File: src/rtl/read_mem_pkg.sv
// rtl/read_mem_pkg.sv - shared states, button codes and addresses for the read sequencer
package read_mem_pkg;

  typedef enum logic [1:0] {IDLE, REQ, WAIT} state_t;
  typedef enum logic [1:0] {CMD_RD6, CMD_RD0, CMD_SCAN} cmd_t;

  // Same codes as the button-driven writer; buttons are active-low
  localparam logic [2:0] BTN_NONE = 3'b111;
  localparam logic [2:0] BTN_RD6  = 3'b110;
  localparam logic [2:0] BTN_RD0  = 3'b101;
  localparam logic [2:0] BTN_SCAN = 3'b011;

  localparam int ADDR_RD6 = 6;
  localparam int ADDR_RD0 = 0;

endpackage

File: src/rtl/btn_sync_edge.sv
// rtl/btn_sync_edge.sv - button synchronizer and press-event decoder
module btn_sync_edge
  import read_mem_pkg::*;
#(
  parameter int WIDTH = 3
) (
  input  logic             clk,
  input  logic             rst_n,
  input  logic [WIDTH-1:0] btn,
  output logic             evt,
  output cmd_t             cmd
);

  logic [WIDTH-1:0] btn_m;
  logic [WIDTH-1:0] btn_s;
  logic [WIDTH-1:0] btn_p;
  logic             hit;

  always_ff @(posedge clk or negedge rst_n) begin
    if (!rst_n) begin
      btn_m <= '1;
      btn_s <= '1;
      btn_p <= '1;
    end else begin
      btn_m <= btn;
      btn_s <= btn_m;
      btn_p <= btn_s;
    end
  end

  // An event needs a fully released previous sample, so a held button fires once
  always_comb begin
    cmd = CMD_RD6;
    hit = 1'b0;
    case (btn_s)
      WIDTH'(BTN_RD6):  begin cmd = CMD_RD6;  hit = 1'b1; end
      WIDTH'(BTN_RD0):  begin cmd = CMD_RD0;  hit = 1'b1; end
      WIDTH'(BTN_SCAN): begin cmd = CMD_SCAN; hit = 1'b1; end
      default:          begin cmd = CMD_RD6;  hit = 1'b0; end
    endcase
    evt = hit && (btn_p == WIDTH'(BTN_NONE));
  end

endmodule

File: src/rtl/read_mem_seq.sv
// rtl/read_mem_seq.sv - button-driven read sequencer for the lab data memory
module read_mem_seq
  import read_mem_pkg::*;
#(
  parameter int ADDR_W   = 8,
  parameter int DATA_W   = 8,
  parameter int RD_LAT   = 1,
  parameter int SCAN_LEN = 4
) (
  input  logic                                clk,
  input  logic                                rst_n,
  input  logic [2:0]                          btn,
  output logic                                mem_rd_en,
  output logic [ADDR_W-1:0]                   mem_addr,
  input  logic [DATA_W-1:0]                   mem_rdata,
  output logic [DATA_W-1:0]                   data_out,
  output logic                                data_valid,
  output logic [DATA_W+$clog2(SCAN_LEN)-1:0]  sum_out,
  output logic                                sum_valid,
  output logic                                busy
);

  localparam int SUM_W = DATA_W + $clog2(SCAN_LEN);
  localparam int LAT_W = $clog2(RD_LAT + 1);
  localparam int CNT_W = $clog2(SCAN_LEN + 1);

  state_t            state, state_n;
  logic              evt;
  cmd_t              cmd;
  logic              accept;
  logic              last_wait;
  logic [LAT_W-1:0]  lat_cnt;
  logic [CNT_W-1:0]  words_left;
  logic [SUM_W-1:0]  acc, acc_n;
  logic              scan_cmd;

  btn_sync_edge #(.WIDTH(3)) u_btn (
    .clk   (clk),
    .rst_n (rst_n),
    .btn   (btn),
    .evt   (evt),
    .cmd   (cmd)
  );

  always_ff @(posedge clk or negedge rst_n) begin
    if (!rst_n) state <= IDLE;
    else        state <= state_n;
  end

  // busy still covers the final strobe cycle, so events arriving then are dropped
  always_comb begin
    state_n   = state;
    accept    = 1'b0;
    last_wait = 1'b0;
    acc_n     = acc + SUM_W'(mem_rdata);
    case (state)
      IDLE: if (evt && !busy) begin
        accept  = 1'b1;
        state_n = REQ;
      end
      REQ:  state_n = WAIT;
      WAIT: if (lat_cnt == LAT_W'(RD_LAT - 1)) begin
        last_wait = 1'b1;
        state_n   = (words_left == CNT_W'(1)) ? IDLE : REQ;
      end
      default: state_n = IDLE;
    endcase
  end

  always_ff @(posedge clk or negedge rst_n) begin
    if (!rst_n) begin
      mem_rd_en  <= 1'b0;
      mem_addr   <= '0;
      data_out   <= '0;
      data_valid <= 1'b0;
      sum_out    <= '0;
      sum_valid  <= 1'b0;
      busy       <= 1'b0;
      lat_cnt    <= '0;
      words_left <= '0;
      acc        <= '0;
      scan_cmd   <= 1'b0;
    end else begin
      mem_rd_en  <= (state_n == REQ);
      data_valid <= last_wait;
      sum_valid  <= 1'b0;

      if (accept) begin
        mem_addr   <= (cmd == CMD_RD6) ? ADDR_W'(ADDR_RD6) : ADDR_W'(ADDR_RD0);
        words_left <= (cmd == CMD_SCAN) ? CNT_W'(SCAN_LEN) : CNT_W'(1);
        scan_cmd   <= (cmd == CMD_SCAN);
        acc        <= '0;
        busy       <= 1'b1;
      end else if (state == IDLE) begin
        busy <= 1'b0;
      end

      if (state == REQ)                     lat_cnt <= '0;
      else if (state == WAIT && !last_wait) lat_cnt <= lat_cnt + LAT_W'(1);

      if (last_wait) begin
        data_out   <= mem_rdata;
        acc        <= acc_n;
        words_left <= words_left - CNT_W'(1);
        if (words_left == CNT_W'(1)) begin
          if (scan_cmd) begin
            sum_out   <= acc_n;
            sum_valid <= 1'b1;
          end
        end else begin
          mem_addr <= mem_addr + ADDR_W'(1);
        end
      end
    end
  end

endmodule
File: config.mk
export PLATFORM = sky130hd
export DESIGN_NAME = read_mem_seq
export DESIGN_NICKNAME = d
export VERILOG_FILES = /design/src/rtl/read_mem_pkg.sv /design/src/rtl/btn_sync_edge.sv /design/src/rtl/read_mem_seq.sv
export SDC_FILE = /design/constraint.sdc
export NUM_CORES = 1
export LEC_CHECK = 0
export CAP_MARGIN = 15
export CORE_MARGIN = 8
export CORE_UTILIZATION = 29
export CTS_BUF_LIST = sky130_fd_sc_hd__clkbuf_16
export DETAILED_ROUTE_END_ITERATION = 6
export GPL_TIMING_DRIVEN = 0
export HOLD_SLACK_MARGIN = 0.1
export MAX_ROUTING_LAYER = met4
export SYNTH_ARGS = -nofsm -noshare
export SYNTH_HDL_FRONTEND = slang
export SYNTH_SLANG_ARGS = --single-unit
File: constraint.sdc
create_clock -name clk -period 2.7 [get_ports clk]
set_input_delay 0.54 -clock clk [delete_from_list [all_inputs] [get_ports clk]]
set_output_delay 0.54 -clock clk [all_outputs]
set_load 0.01 [all_outputs]
==> results of run 1 <==
-- power by group through the flow --
stage | clock network, mW | logic (mW) | registers, mW
4_1_cts | 0.646 | 1.35 | 1.28
6_report | 0.617 | 1.33 | 1.27
3_3_place_gp | 0 | 1.32 | 1.28
5_1_grt | 0.675 | 1.47 | 1.32
2_1_floorplan | 0 | 0.752 | 1.34
3_5_place_dp | 0 | 1.34 | 1.29
-- logic make-up after synthesis --
| kind of cell | synth area share |
|---|---|
| compound gates | 0.136 |
| xor+xnor | 0.0307 |
| fa+ha+maj | 0.0614 |
| buf+inv | 0.0292 |
| flops | 0.550 |
| mux | 0.0424 |
| simple gates | 0.150 |
-- layout by cell type, fill, tap and decap left out, drive strengths merged, types with 9 or more instances in the layout --
cell           instances
dfrtp                 47
inv                   11
o21ai                 13
nand2                 38
clkdlybuf4s50         41
ha                    11
clkbuf                 9
nor2                  13
dfstp                  9
-- sequential cells by signal, indices dropped and copies added (netlist names), 2 cells and up --
| name | flops |
|---|---|
| acc | 10 |
| sum_out | 10 |
| data_out | 8 |
| mem_addr | 8 |
| u_btn.btn_m | 3 |
| u_btn.btn_p | 3 |
| u_btn.btn_s | 3 |
| words_left | 3 |
| state | 2 |
-- metrics by stage --
| step | util | setup TNS, ns | instance area (um^2) | std cells |
|---|---|---|---|---|
| 2_1_floorplan | - | 0 | 2570 | 231 |
| 3_3_place_gp | 0.362 | -31.79 | 3120 | 381 |
| 3_5_place_dp | 0.363 | -0.191 | 3140 | 382 |
| 4_1_cts | 0.379 | 0 | 3280 | 390 |
| 5_1_grt | 0.379 | 0 | 3280 | 390 |
| 6_report | 0.379 | 0 | 3280 | 390 |
-- per-layer routing --
| layer | track usage | vias to the layer above |
|---|---|---|
| met5 | - | - |
| li1 | - | 901 |
| met2 | 0.150 | 31 |
| met4 | 0.0390 | 0 |
| met3 | 0.0221 | 7 |
| met1 | 0.114 | 893 |
-- how the worst max path moves through the flow --
| stage | to | slack [ns] | depth (start not counted) |
|---|---|---|---|
| 2_1_floorplan | acc[8]$_DFFE_PN0P_ | 0.54 | 8 |
| 3_3_place_gp | mem_addr[6]$_DFF_PN0_ | -0.67 | 1 |
| 3_5_place_dp | acc[8]$_DFFE_PN0P_ | -0.18 | 9 |
| 4_1_cts | acc[8]$_DFFE_PN0P_ | 0.12 | 9 |
| 5_1_grt | acc[8]$_DFFE_PN0P_ | 0.03 | 9 |
| 6_report | acc[8]$_DFFE_PN0P_ | 0.10 | 9 |
-- final cells by class --
class / count / area share
Multi-Input combinational cell: 159 / 0.330
Inverter: 10 / 0.0115
Clock buffer: 5 / 0.0382
Sequential cell: 56 / 0.431
Buffer: 6 / 0.0115
Tap cell: 108 / 0.0413
Timing Repair Buffer: 43 / 0.133
Clock inverter: 3 / 0.00382
==> out/metrics.cfg, run 1 <==
[clock_network]
cts_setup_buffers=0
cts_root_buf=clkbuf_16
clk_latency_ns=0.29
cts_hold_buffers=0
cts_sinks=56
clk_pin_slew_ns=0.07
cts_tree=built
clk_path_buf_depth=2
htreeDepth=2
numCtsBuffers=5
post_cts_resized=0

[synthesis]
synth_fp_nets=256
synth_flop_cell=dfrtp_1
synth_seq_cells=56
synth_warnings=0
syn_inst=231
synth_top_area_share=0.458
synth_area_leaders=dfrtp_1, dfstp_2, nand2_1, ha_1, mux2_2
yosys.area.top_type=dfrtp_1
synth-edff-count=0
avgSynthCellArea_um2=11.1
async_flop_share=1.00
synth_common_cells=dfrtp_1, nand2_1, nor2_1
yosysSeqAreaShare=0.550
netlist_area_um2=2570
yosysMostFrequentCell=dfrtp_1
synth.distinct_cells=46

[finish]
diodes=0
drive_above_1_share=0.145
nets=306
multi_input_area_um2=1080
fillers=856
area_delta_synth_final_pct=27.6
seqCellArea_um2=1410

[global_routing]
grt_max_degree=39
grt-ovfl-total=0
grt_pass1_wl_um=8810
antenna_found_initial=0
grt_pass1_vias=1815
track_usage=0.0946

[sta]
skew_ns=0.00935
rsz0062_at_grt=false
finalSetupViolCount=0
finalCritPeriodShare=0.962
drv_slew=0
period_minus_slack_ns=2.60
holdWs_ns=0.185
relSlewSlack=0.656
tightest_slew_ns=0.515
fmax_mhz=385
timing.final.hold_violations=0
fin_ws_ns=0.102

[setup_path]
worst-r2r-cell-count=8
crit_type=input pin to flop
path_max_fanout=3
cp.arrival_ns=2.77
r2r_start=acc[0]$_DFFE_PN0P_
startpoint=mem_rdata[0]
startpoint_type=input pin
reg2reg_slack_ns=0.49
path_cells=clkdlybuf4s50_1, ha_1, inv_1, fa_1, nor2b_1, o31a_1, o221ai_1, and3_1, a211o_2
crit_required_ns=2.87
crit_path_end_kind=flop
critPathSlowestCell=clkdlybuf4s50_1
slowest_delay_ns=0.49
r2r-end=acc[8]$_DFFE_PN0P_
critical-path-top-delay-family=compound AO/OA/AOI/OAI gates
crit_buf_inv=2

[pwr]
netSwitchingFraction=0.341
pwr-share-comb=0.413
leakage_nw=1.48
vdd_drop_max_mv=0.425
power_density_nw_per_um2=983
intPower_mw=2.12
clockPowerShare=0.192
power.switching_mw=1.10
power_mw=3.22
pwr-share-seq=0.395

[route]
dr_total_vias=1832
detail-route-antenna-nets=0
wl_per_cell_um=13.7
wl_met1_um=2380
top_layer=met4
dr.pass1.iters=4
met3_length_um=234
vias_per_cell=4.70
wl_met2_um=2610
drt_iter0_markers=101
wirelength_um=5330
drc=0

[floorplan]
dieWidth_um=110
ios=43
dieHeight_um=110
dieArea_um2=12100
rows=34
start_util=0.297
core_area_um2=8640

[placed_design]
finalWeightedCongestion=0.802
io_buffers=42
dp_slack_ns=-0.182
dp_hpwl_um=3950

[worst_hold_path]
hold_class=input pin to asynchronous set/reset pin

[outcome]
status=finished clean

[flow_run]
maxCapViolCount=0

(Power assumes the default switching activity.)
==> inputs of run 2 (changes only) <==
MAX_ROUTING_LAYER = default   (was met4)
==> out/metrics.cfg, run 2 (same netlist as run 1, synthesis figures left out) <==
[clock_network]
clk_pin_slew_ns=0.07  ; about the same
clk_latency_ns=0.29  ; about the same
numCtsBuffers=5  ; unchanged
cts_hold_buffers=0  ; unchanged
post_cts_resized=0  ; unchanged
clk_path_buf_depth=2  ; unchanged
cts_tree=built
cts_root_buf=clkbuf_16
cts_sinks=56  ; unchanged
htreeDepth=2  ; unchanged
cts_setup_buffers=0  ; unchanged

[pwr]
power_mw=3.22  ; about the same
power_density_nw_per_um2=983  ; about the same
vdd_drop_max_mv=0.425  ; about the same
leakage_nw=1.48  ; unchanged

[floorplan]
rows=34  ; unchanged
dieArea_um2=12100  ; unchanged
core_area_um2=8640  ; unchanged
ios=43  ; unchanged
dieWidth_um=110  ; unchanged
start_util=0.297  ; unchanged
dieHeight_um=110  ; unchanged

[route]
drt_iter0_markers=115  ; +14%
drc=0  ; unchanged
dr_total_vias=1832  ; unchanged
vias_per_cell=4.70  ; unchanged
detail-route-antenna-nets=0  ; unchanged
wirelength_um=5330  ; about the same
dr.pass1.iters=4  ; unchanged
wl_per_cell_um=13.7  ; about the same

[setup_path]
startpoint_type=input pin
cp.arrival_ns=2.78  ; about the same
crit_required_ns=2.87  ; about the same
worst-r2r-cell-count=8  ; unchanged
crit_type=input pin to flop
path_max_fanout=3  ; unchanged
r2r_start=acc[0]$_DFFE_PN0P_
startpoint=mem_rdata[0]
crit_path_end_kind=flop

[worst_hold_path]
hold_class=input pin to asynchronous set/reset pin

[global_routing]
grt_pass1_vias=1813  ; -0.11%
track_usage=0.0919  ; -0.00276
antenna_found_initial=0  ; unchanged
grt_max_degree=39  ; unchanged
grt-ovfl-total=0  ; unchanged
grt_pass1_wl_um=8800  ; about the same

[finish]
area_delta_synth_final_pct=27.6  ; unchanged
diodes=0  ; unchanged
nets=306  ; unchanged
multi_input_area_um2=1080  ; unchanged
drive_above_1_share=0.145  ; unchanged
fillers=856  ; unchanged
biggestRegsByFlops=acc x10, sum_out x10
final_cell_mix=dfrtp_1, clkdlybuf4s50_1, nand2_1, nor2_1, o21ai_0
final_common_cell=dfrtp_1
seqCellArea_um2=1410  ; unchanged
finish.instance_area_um2=3280  ; unchanged

[sta]
period_minus_slack_ns=2.60  ; +0.00266 ns
fmax_mhz=384  ; -0.10%
fin_ws_ns=0.0992  ; -0.00266 ns
finalSetupViolCount=0  ; unchanged
skew_ns=0.00930  ; -0.0000503 ns
finalCritPeriodShare=0.963  ; +0.000984
timing.final.hold_violations=0  ; unchanged
tightest_slew_ns=0.517  ; +0.00160 ns
relSlewSlack=0.655  ; -0.00107
rsz0062_at_grt=false
drv_slew=0  ; unchanged

[placed_design]
io_buffers=42  ; unchanged
dp_hpwl_um=3950  ; unchanged
finalWeightedCongestion=0.790  ; -1.4%
placed_area_um2=3140  ; unchanged
dp_slack_ns=-0.182  ; unchanged

[outcome]
status=finished clean

[flow_run]
maxCapViolCount=0  ; unchanged

==> run 2: area by class of cell <==
class,instances,share of cell area
multi-input combinational,159,0.330
buffer,6,0.0115
clock inverter,3,0.00382
sequential,56,0.431
tap,108,0.0413
timing repair buffer,43,0.133
clock buffer,5,0.0382
inverter,10,0.0115
==> run 2: layer usage <==
layer / wire length [um] / up-vias / global-route usage
li1: - / 901 / -
met1: 2370 / 894 / 0.113
met2: 2610 / 31 / 0.150
met3: 260 / 6 / 0.0233
met4: 92 / 0 / 0.0390
met5: 0 / - / 0
==> run 2: power breakdown <==
part / leakage (nW) / internal (mW) / switching [mW]
Combinational: 0.723 / 0.689 / 0.642
Clock: 0.0762 / 0.336 / 0.281
Sequential: 0.685 / 1.10 / 0.175
Total: 1.48 / 2.12 / 1.10
==> run 2: final timing paths <==
| path | end | slack [ns] |
|---|---|---|
| setup / recovery | acc[8]$_DFFE_PN0P_ | 0.1 |
| hold / removal | data_out[5]$_DFFE_PN0P_ | 0.18 |
| setup reg to reg | acc[8]$_DFFE_PN0P_ | 0.49 |
| hold reg to reg | u_btn.btn_s[2]$_DFF_PN1_ | 0.36 |
| max in group asynchronous | u_btn.btn_p[2]$_DFF_PN1_ | 1.88 |
| min in group clk | u_btn.btn_s[2]$_DFF_PN1_ | 0.36 |
==> run 2: critical path, cell delays in order <==
cell and delay, ns:
clkdlybuf4s50_1 0.49, ha_1 0.18, inv_1 0.05, fa_1 0.39, nor2b_1 0.19, o31a_1 0.21, o221ai_1 0.21, and3_1 0.24
a211o_2 0.26
==> run 2: per-stage QoR <==
stage	cells	hold WS, ns	util	setup TNS, ns
2_1_floorplan	231	0.244	-	0
3_3_place_gp	381	0.346	0.362	-31.79
3_5_place_dp	382	0.347	0.363	-0.191
4_1_cts	390	0.198	0.379	0
5_1_grt	390	0.206	0.379	0
6_report	390	0.185	0.379	0
